**src/rtl/perceptron_host.sv**
```systemverilog
// Host-side sequencer for the perceptron core: loads weights and learning rate, streams
// samples through the go/sync/done handshake and captures classification, sum and weights.
module perceptron_host #(
  parameter int unsigned DW      = 6,
  parameter int unsigned TIMEOUT = 16
) (
  input  logic          clk,
  input  logic          reset_l,
  // configuration
  input  logic          start,
  input  logic [DW-1:0] w0_init,
  input  logic [DW-1:0] w1_init,
  input  logic [DW-1:0] w2_init,
  input  logic [DW-1:0] n_init,
  // sample stream
  input  logic          s_valid,
  output logic          s_ready,
  input  logic [DW-1:0] s_x1,
  input  logic [DW-1:0] s_x2,
  input  logic          s_label,
  input  logic          s_train,
  // results
  output logic          r_valid,
  output logic          r_class,
  output logic [DW-1:0] r_sum,
  output logic [DW-1:0] r_w0,
  output logic [DW-1:0] r_w1,
  output logic [DW-1:0] r_w2,
  output logic          busy,
  output logic          err,
  // core pins
  output logic          go,
  output logic          update,
  output logic          correct,
  output logic [1:0]    sel_out,
  output logic [DW-1:0] in_val,
  input  logic          sync,
  input  logic          done,
  input  logic          classification,
  input  logic [DW-1:0] out_val
);

  localparam int unsigned CW = $clog2(TIMEOUT + 1);

  typedef enum logic [3:0] {
    StIdle, StLdW0, StLdW1, StLdW2, StLdN, StReady, StSendX1, StSendX2,
    StWait, StSettle, StRdW0, StRdW1, StRdW2, StResult, StErr
  } state_e;

  state_e        state_q, state_d;
  logic [CW-1:0] cnt_q, cnt_d;
  logic [DW-1:0] w0_q, w0_d, w1_q, w1_d, w2_q, w2_d, n_q, n_d;
  logic [DW-1:0] x1_q, x1_d, x2_q, x2_d;
  logic          label_q, label_d, train_q, train_d;
  logic          r_class_q, r_class_d;
  logic [DW-1:0] r_sum_q, r_sum_d, r_w0_q, r_w0_d, r_w1_q, r_w1_d, r_w2_q, r_w2_d;

  // Next-state and WAIT timeout counter.
  always_comb begin
    state_d = state_q;
    cnt_d   = cnt_q;
    unique case (state_q)
      StIdle:   if (start) state_d = StLdW0;
      StLdW0:   if (sync) state_d = StLdW1;
      StLdW1:   if (sync) state_d = StLdW2;
      StLdW2:   if (sync) state_d = StLdN;
      StLdN:    if (sync) state_d = StReady;
      StReady:  if (s_valid) state_d = StSendX1;
      StSendX1: if (sync) state_d = StSendX2;
      // The core takes x2 without a sync, so leave after one cycle.
      StSendX2: begin
        state_d = StWait;
        cnt_d   = '0;
      end
      StWait: begin
        if (done) begin
          state_d = StSettle;
        end else begin
          cnt_d = cnt_q + CW'(1);
          if (cnt_q == CW'(TIMEOUT - 1)) state_d = StErr;
        end
      end
      StSettle: state_d = train_q ? StRdW0 : StResult;
      StRdW0:   state_d = StRdW1;
      StRdW1:   state_d = StRdW2;
      StRdW2:   state_d = StResult;
      StResult: state_d = StReady;
      StErr:    state_d = StErr;
      default:  state_d = StIdle;
    endcase
  end

  // Operand latches and result capture at the relevant exit edges.
  always_comb begin
    w0_d      = w0_q;
    w1_d      = w1_q;
    w2_d      = w2_q;
    n_d       = n_q;
    x1_d      = x1_q;
    x2_d      = x2_q;
    label_d   = label_q;
    train_d   = train_q;
    r_class_d = r_class_q;
    r_sum_d   = r_sum_q;
    r_w0_d    = r_w0_q;
    r_w1_d    = r_w1_q;
    r_w2_d    = r_w2_q;
    if (state_q == StIdle && start) begin
      w0_d = w0_init;
      w1_d = w1_init;
      w2_d = w2_init;
      n_d  = n_init;
    end
    if (state_q == StReady && s_valid) begin
      x1_d    = s_x1;
      x2_d    = s_x2;
      label_d = s_label;
      train_d = s_train;
    end
    // classification is taken one cycle after done, once the core has settled.
    if (state_q == StSettle) begin
      r_class_d = classification;
      r_sum_d   = out_val;
    end
    if (state_q == StRdW0) r_w0_d = out_val;
    if (state_q == StRdW1) r_w1_d = out_val;
    if (state_q == StRdW2) r_w2_d = out_val;
  end

  // State and datapath registers.
  always_ff @(posedge clk or negedge reset_l) begin
    if (!reset_l) begin
      state_q   <= StIdle;
      cnt_q     <= '0;
      w0_q      <= '0;
      w1_q      <= '0;
      w2_q      <= '0;
      n_q       <= '0;
      x1_q      <= '0;
      x2_q      <= '0;
      label_q   <= 1'b0;
      train_q   <= 1'b0;
      r_class_q <= 1'b0;
      r_sum_q   <= '0;
      r_w0_q    <= '0;
      r_w1_q    <= '0;
      r_w2_q    <= '0;
    end else begin
      state_q   <= state_d;
      cnt_q     <= cnt_d;
      w0_q      <= w0_d;
      w1_q      <= w1_d;
      w2_q      <= w2_d;
      n_q       <= n_d;
      x1_q      <= x1_d;
      x2_q      <= x2_d;
      label_q   <= label_d;
      train_q   <= train_d;
      r_class_q <= r_class_d;
      r_sum_q   <= r_sum_d;
      r_w0_q    <= r_w0_d;
      r_w1_q    <= r_w1_d;
      r_w2_q    <= r_w2_d;
    end
  end

  // Moore outputs decoded from the state register only.
  always_comb begin
    go      = 1'b0;
    in_val  = '0;
    s_ready = 1'b0;
    update  = 1'b0;
    correct = 1'b0;
    sel_out = 2'd0;
    r_valid = 1'b0;
    busy    = 1'b1;
    err     = 1'b0;
    unique case (state_q)
      StIdle:   busy = 1'b0;
      StLdW0:   begin go = 1'b1; in_val = w0_q; end
      StLdW1:   begin go = 1'b1; in_val = w1_q; end
      StLdW2:   begin go = 1'b1; in_val = w2_q; end
      StLdN:    begin go = 1'b1; in_val = n_q;  end
      StReady:  s_ready = 1'b1;
      StSendX1: begin go = 1'b1; in_val = x1_q; end
      StSendX2: begin go = 1'b1; in_val = x2_q; end
      StWait:   begin update = train_q; correct = label_q; end
      StSettle: sel_out = 2'd0;
      StRdW0:   sel_out = 2'd3;
      StRdW1:   sel_out = 2'd2;
      StRdW2:   sel_out = 2'd1;
      StResult: r_valid = 1'b1;
      StErr:    begin busy = 1'b0; err = 1'b1; end
      default:  busy = 1'b0;
    endcase
  end

  assign r_class = r_class_q;
  assign r_sum   = r_sum_q;
  assign r_w0    = r_w0_q;
  assign r_w1    = r_w1_q;
  assign r_w2    = r_w2_q;

endmodule

```
**config.mk**
```make
export PLATFORM = sky130hd
export DESIGN_NAME = perceptron_host
export DESIGN_NICKNAME = d
export VERILOG_FILES = /design/src/rtl/perceptron_host.sv
export SDC_FILE = /design/constraint.sdc
export NUM_CORES = 1
export LEC_CHECK = 0
export CORE_ASPECT_RATIO = 0.7
export CORE_MARGIN = 8
export CORE_UTILIZATION = 48
export DETAILED_ROUTE_END_ITERATION = 8
export HOLD_SLACK_MARGIN = 0.05
export PLACE_DENSITY = 0.8
export SKIP_CTS_REPAIR_TIMING = 1
export SYNTH_ARGS = -nofsm -noshare
export SYNTH_HDL_FRONTEND = slang
export SYNTH_SLANG_ARGS = --single-unit
```
**constraint.sdc**
```tcl
create_clock -name clk -period 2.35 [get_ports clk]
set_input_delay 0.47 -clock clk [delete_from_list [all_inputs] [get_ports clk]]
set_output_delay 0.47 -clock clk [all_outputs]
set_load 0.01 [all_outputs]
```
==> metrics.yaml <==
cells_and_area:
  area_growth_syn_to_layout_pct: 44.5
  final_util_pct: 71.9
  drive_above_1_share_pct: 35.6
  fillers: 501
  num-nets-final: 434
  n_antenna_cell: 0
global_route:
  grt_max_degree: 41
  grt_pass1_vias: 2688
  grt_overflow_total: 0
  grt_pass1_wl_microns: 13700
  antenna_found_initial: 0
  grtUsageTotal_pct: 17.7
clock_network:
  clkSinkCount: 72
  cts_tree: "yes"
  cts_max_level: 3
  clock_latency_ns: 0.34
  root_buffer: "clkbuf_8"
  cts.path.max_buffers: 2
  cts_buffers: 9
  clkTransAtPathRegs_ns: 0.07
setup_path:
  slowest_stage: "dfrtp_2"
  max_stage_delay_ns: 0.46
  crit_buf_inv: 2
  cp_max_fo: 6
  cp.arrival_ns: 1.84
  cp-start-kind: "flop"
  crit_type: "reg2out"
  crit_path_end_kind: "primary output"
  cp_top_family: "flip-flops"
  cp_cell_sequence: "buf_4, or3b_4, o221ai_1, dlymetal6s2s_1"
  critPathRequiredTime_ns: 1.88
routing:
  dr.pass1.iters: 4
  drtIter0Drc: 132
  vias: 2575
  vias_per_cell: 5.38
  drc_errors: 0
  final_antenna_net_count: 0
  routedWlPerCell_microns: 18.7
  routed_wirelength_microns: 8960
die:
  start_util_pct: 49.8
  ios: 91
  fp.dieW_microns: 116
  dieArea_sq_um: 9980
  rows: 25
  die_y_microns: 86.0
  core_area_sq_um: 6760
sta:
  finalCritPeriodShare_pct: 98.2
  relSlewSlack_pct: 65.3
  rsz0062_at_grt: "yes"
  hold_viol: 0
  max_freq_ghz: 0.433
  report.final.slew_viol_count: 0
  fin_skew_ns: 0.0104
  period_minus_slack_ns: 2.31
  finalWorstSetupSlack_ns: 0.0416
  tightest_slew_ns: 0.521
  setup_viol: 0
placed_design:
  hpwl_microns: 6270
  routabilityCongestion: 0.827
  dpl_worst_slack_ns: -0.0402
  numPortBuffers: 90
synthesis:
  synth_fp_nets: 314
  avgSynthCellArea_sq_um: 12.9
  yosysWarnings: 0
  synthArstFlopShare_pct: 100
  synth-seq-area-share_pct: 53.6
  synth-edff-count: 0
  syn_inst: 261
  yosys_register_bits: 72
  synth_area_sq_um: 3360
  yosysUniqueCellTypes: 46
  synth-main-ff-cell: "dfrtp_1"
power:
  vdd_drop_max_mv: 0.624
  power_density_nw_per_um2: 1320
  p_leak_uw: 0.00222
run:
  cap_violations: 0
status:
  status: "completed"
min_path:
  min_path_type: "in2async"
## worst register-to-register path: cells and delay by family, from the launching register on
kind	cells	cell delay (ns)
AND/OR/NAND/NOR	2	0.63
flip-flops	1	0.46
buffers and inverters	2	0.36
multiplexers	1	0.34
AO/OA/AOI/OAI	1	0.22
## registers in the layout (all words and copies together), names as in the netlist
name     cells
r_w0         6
r_sum        6
train_q      1
w1_q         6
r_w2         6
r_class      1
w2_q         6
cnt_q        5
n_q          6
x1_q         6
label_q      1
state_q      4
r_w1         6
w0_q         6
x2_q         6
## report_power, final
part / internal (uW) / switching [uW]
Combinational: 1800 / 1340
Clock: 621 / 455
Sequential: 1860 / 361
Total: 4280 / 2160
## metrics by stage
| step | setup TNS, ns | std cells | area [sq um] | hold slack, ns | total power, uW |
|---|---|---|---|---|---|
| floorplan | 0 | 261 | 3360 | 0.174 | 3840 |
| global placement | -0.0844 | 457 | 4510 | 0.480 | 5090 |
| detailed placement | -0.0740 | 457 | 4510 | 0.492 | 5180 |
| CTS | -3.88 | 472 | 4720 | 0.159 | 6280 |
| global route | -0.0522 | 479 | 4860 | 0.186 | 6810 |
| finish | 0 | 479 | 4860 | 0.154 | 6430 |
## cell usage in the layout, fill, tap and decap left out, types with 3 or more instances in the layout
master	instances
o221ai_1	4
buf_4	30
buf_6	3
dlymetal6s2s_1	11
nor2_2	3
a21oi_1	3
nor2_1	8
clkbuf_8	10
inv_1	5
buf_2	3
nand2b_1	6
a22o_1	3
mux2_2	63
dfrtp_1	70
nand2_1	13
o21ai_0	3
mux2_1	3
mux2i_1	13
clkdlybuf4s50_1	75
or2_2	3
## path summary, 6_finish.rpt
| path | from | depth (start not counted) | to | slack, ns |
|---|---|---|---|---|
| max in group asynchronous | reset_l | 2 | state_q[1] | 1.76 |
| setup / recovery | state_q[0] | 4 | in_val[0] | 0.04 |
| min in group clk | r_w2[0] | 1 | r_w2[0] | 0.51 |
| setup reg to reg | state_q[0] | 6 | state_q[2] | 0.23 |
| hold / removal | reset_l | 2 | r_w0[3] | 0.15 |
| hold reg to reg | r_w2[0] | 1 | r_w2[0] | 0.51 |
## Yosys cell counts, types with 2 or more instances
library cell	instances	area, sq um
dfrtp_1	72	1800
mux2_2	63	709
mux2i_1	13	130
nand2_1	13	48.8
buf_2	10	50.1
nor2_1	10	37.5
nand2b_1	6	37.5
o221ai_1	6	52.6
inv_1	5	18.8
a21oi_1	3	15.0
a22o_1	3	26.3
clkbuf_1	3	11.3
mux2_1	3	33.8
nor2b_1	3	18.8
o21ai_0	3	15.0
or2_2	3	18.8
a22oi_1	2	15.0
a31oi_1	2	12.5
and2_1	2	12.5
ha_1	2	25.0
nand3b_1	2	15.0
nand4b_1	2	17.5
nor3_2	2	20.0
nor3b_1	2	15.0
nor4_1	2	12.5
nor4b_1	2	17.5
o22ai_1	2	12.5
or3_1	2	12.5
## routing by layer
| metal | vias to the layer above | GRT usage [%] | wire (microns) |
|---|---|---|---|
| met5 | - | 0 | 0 |
| met3 | 13 | 5.33 | 504 |
| li1 | 1186 | - | - |
| met4 | 0 | 5.51 | 132 |
| met1 | 1301 | 23.0 | 3980 |
| met2 | 75 | 27.5 | 4340 |
## layout make-up
type	instances	area [sq um]	area share, %
clock buffers	10	138	2.83
repair buffers	123	1170	24.0
clock inverters	5	81.3	1.67
well taps	94	118	2.42
multi-input cells	170	1530	31.5
flip-flops and latches	72	1800	37.1
inverters	5	18.8	0.386
## logic make-up after synthesis
logic type	after synthesis	synth area share [%]
AOI/OAI and AO/OA	28	6.22
xor gates and xnor gates	1	0.261
adders and majority gates	2	0.744
buffers and inverters	19	2.49
DFF	72	53.6
muxes	79	26.0
and+or+nand+nor	60	10.7
(Power assumes the default switching activity.)
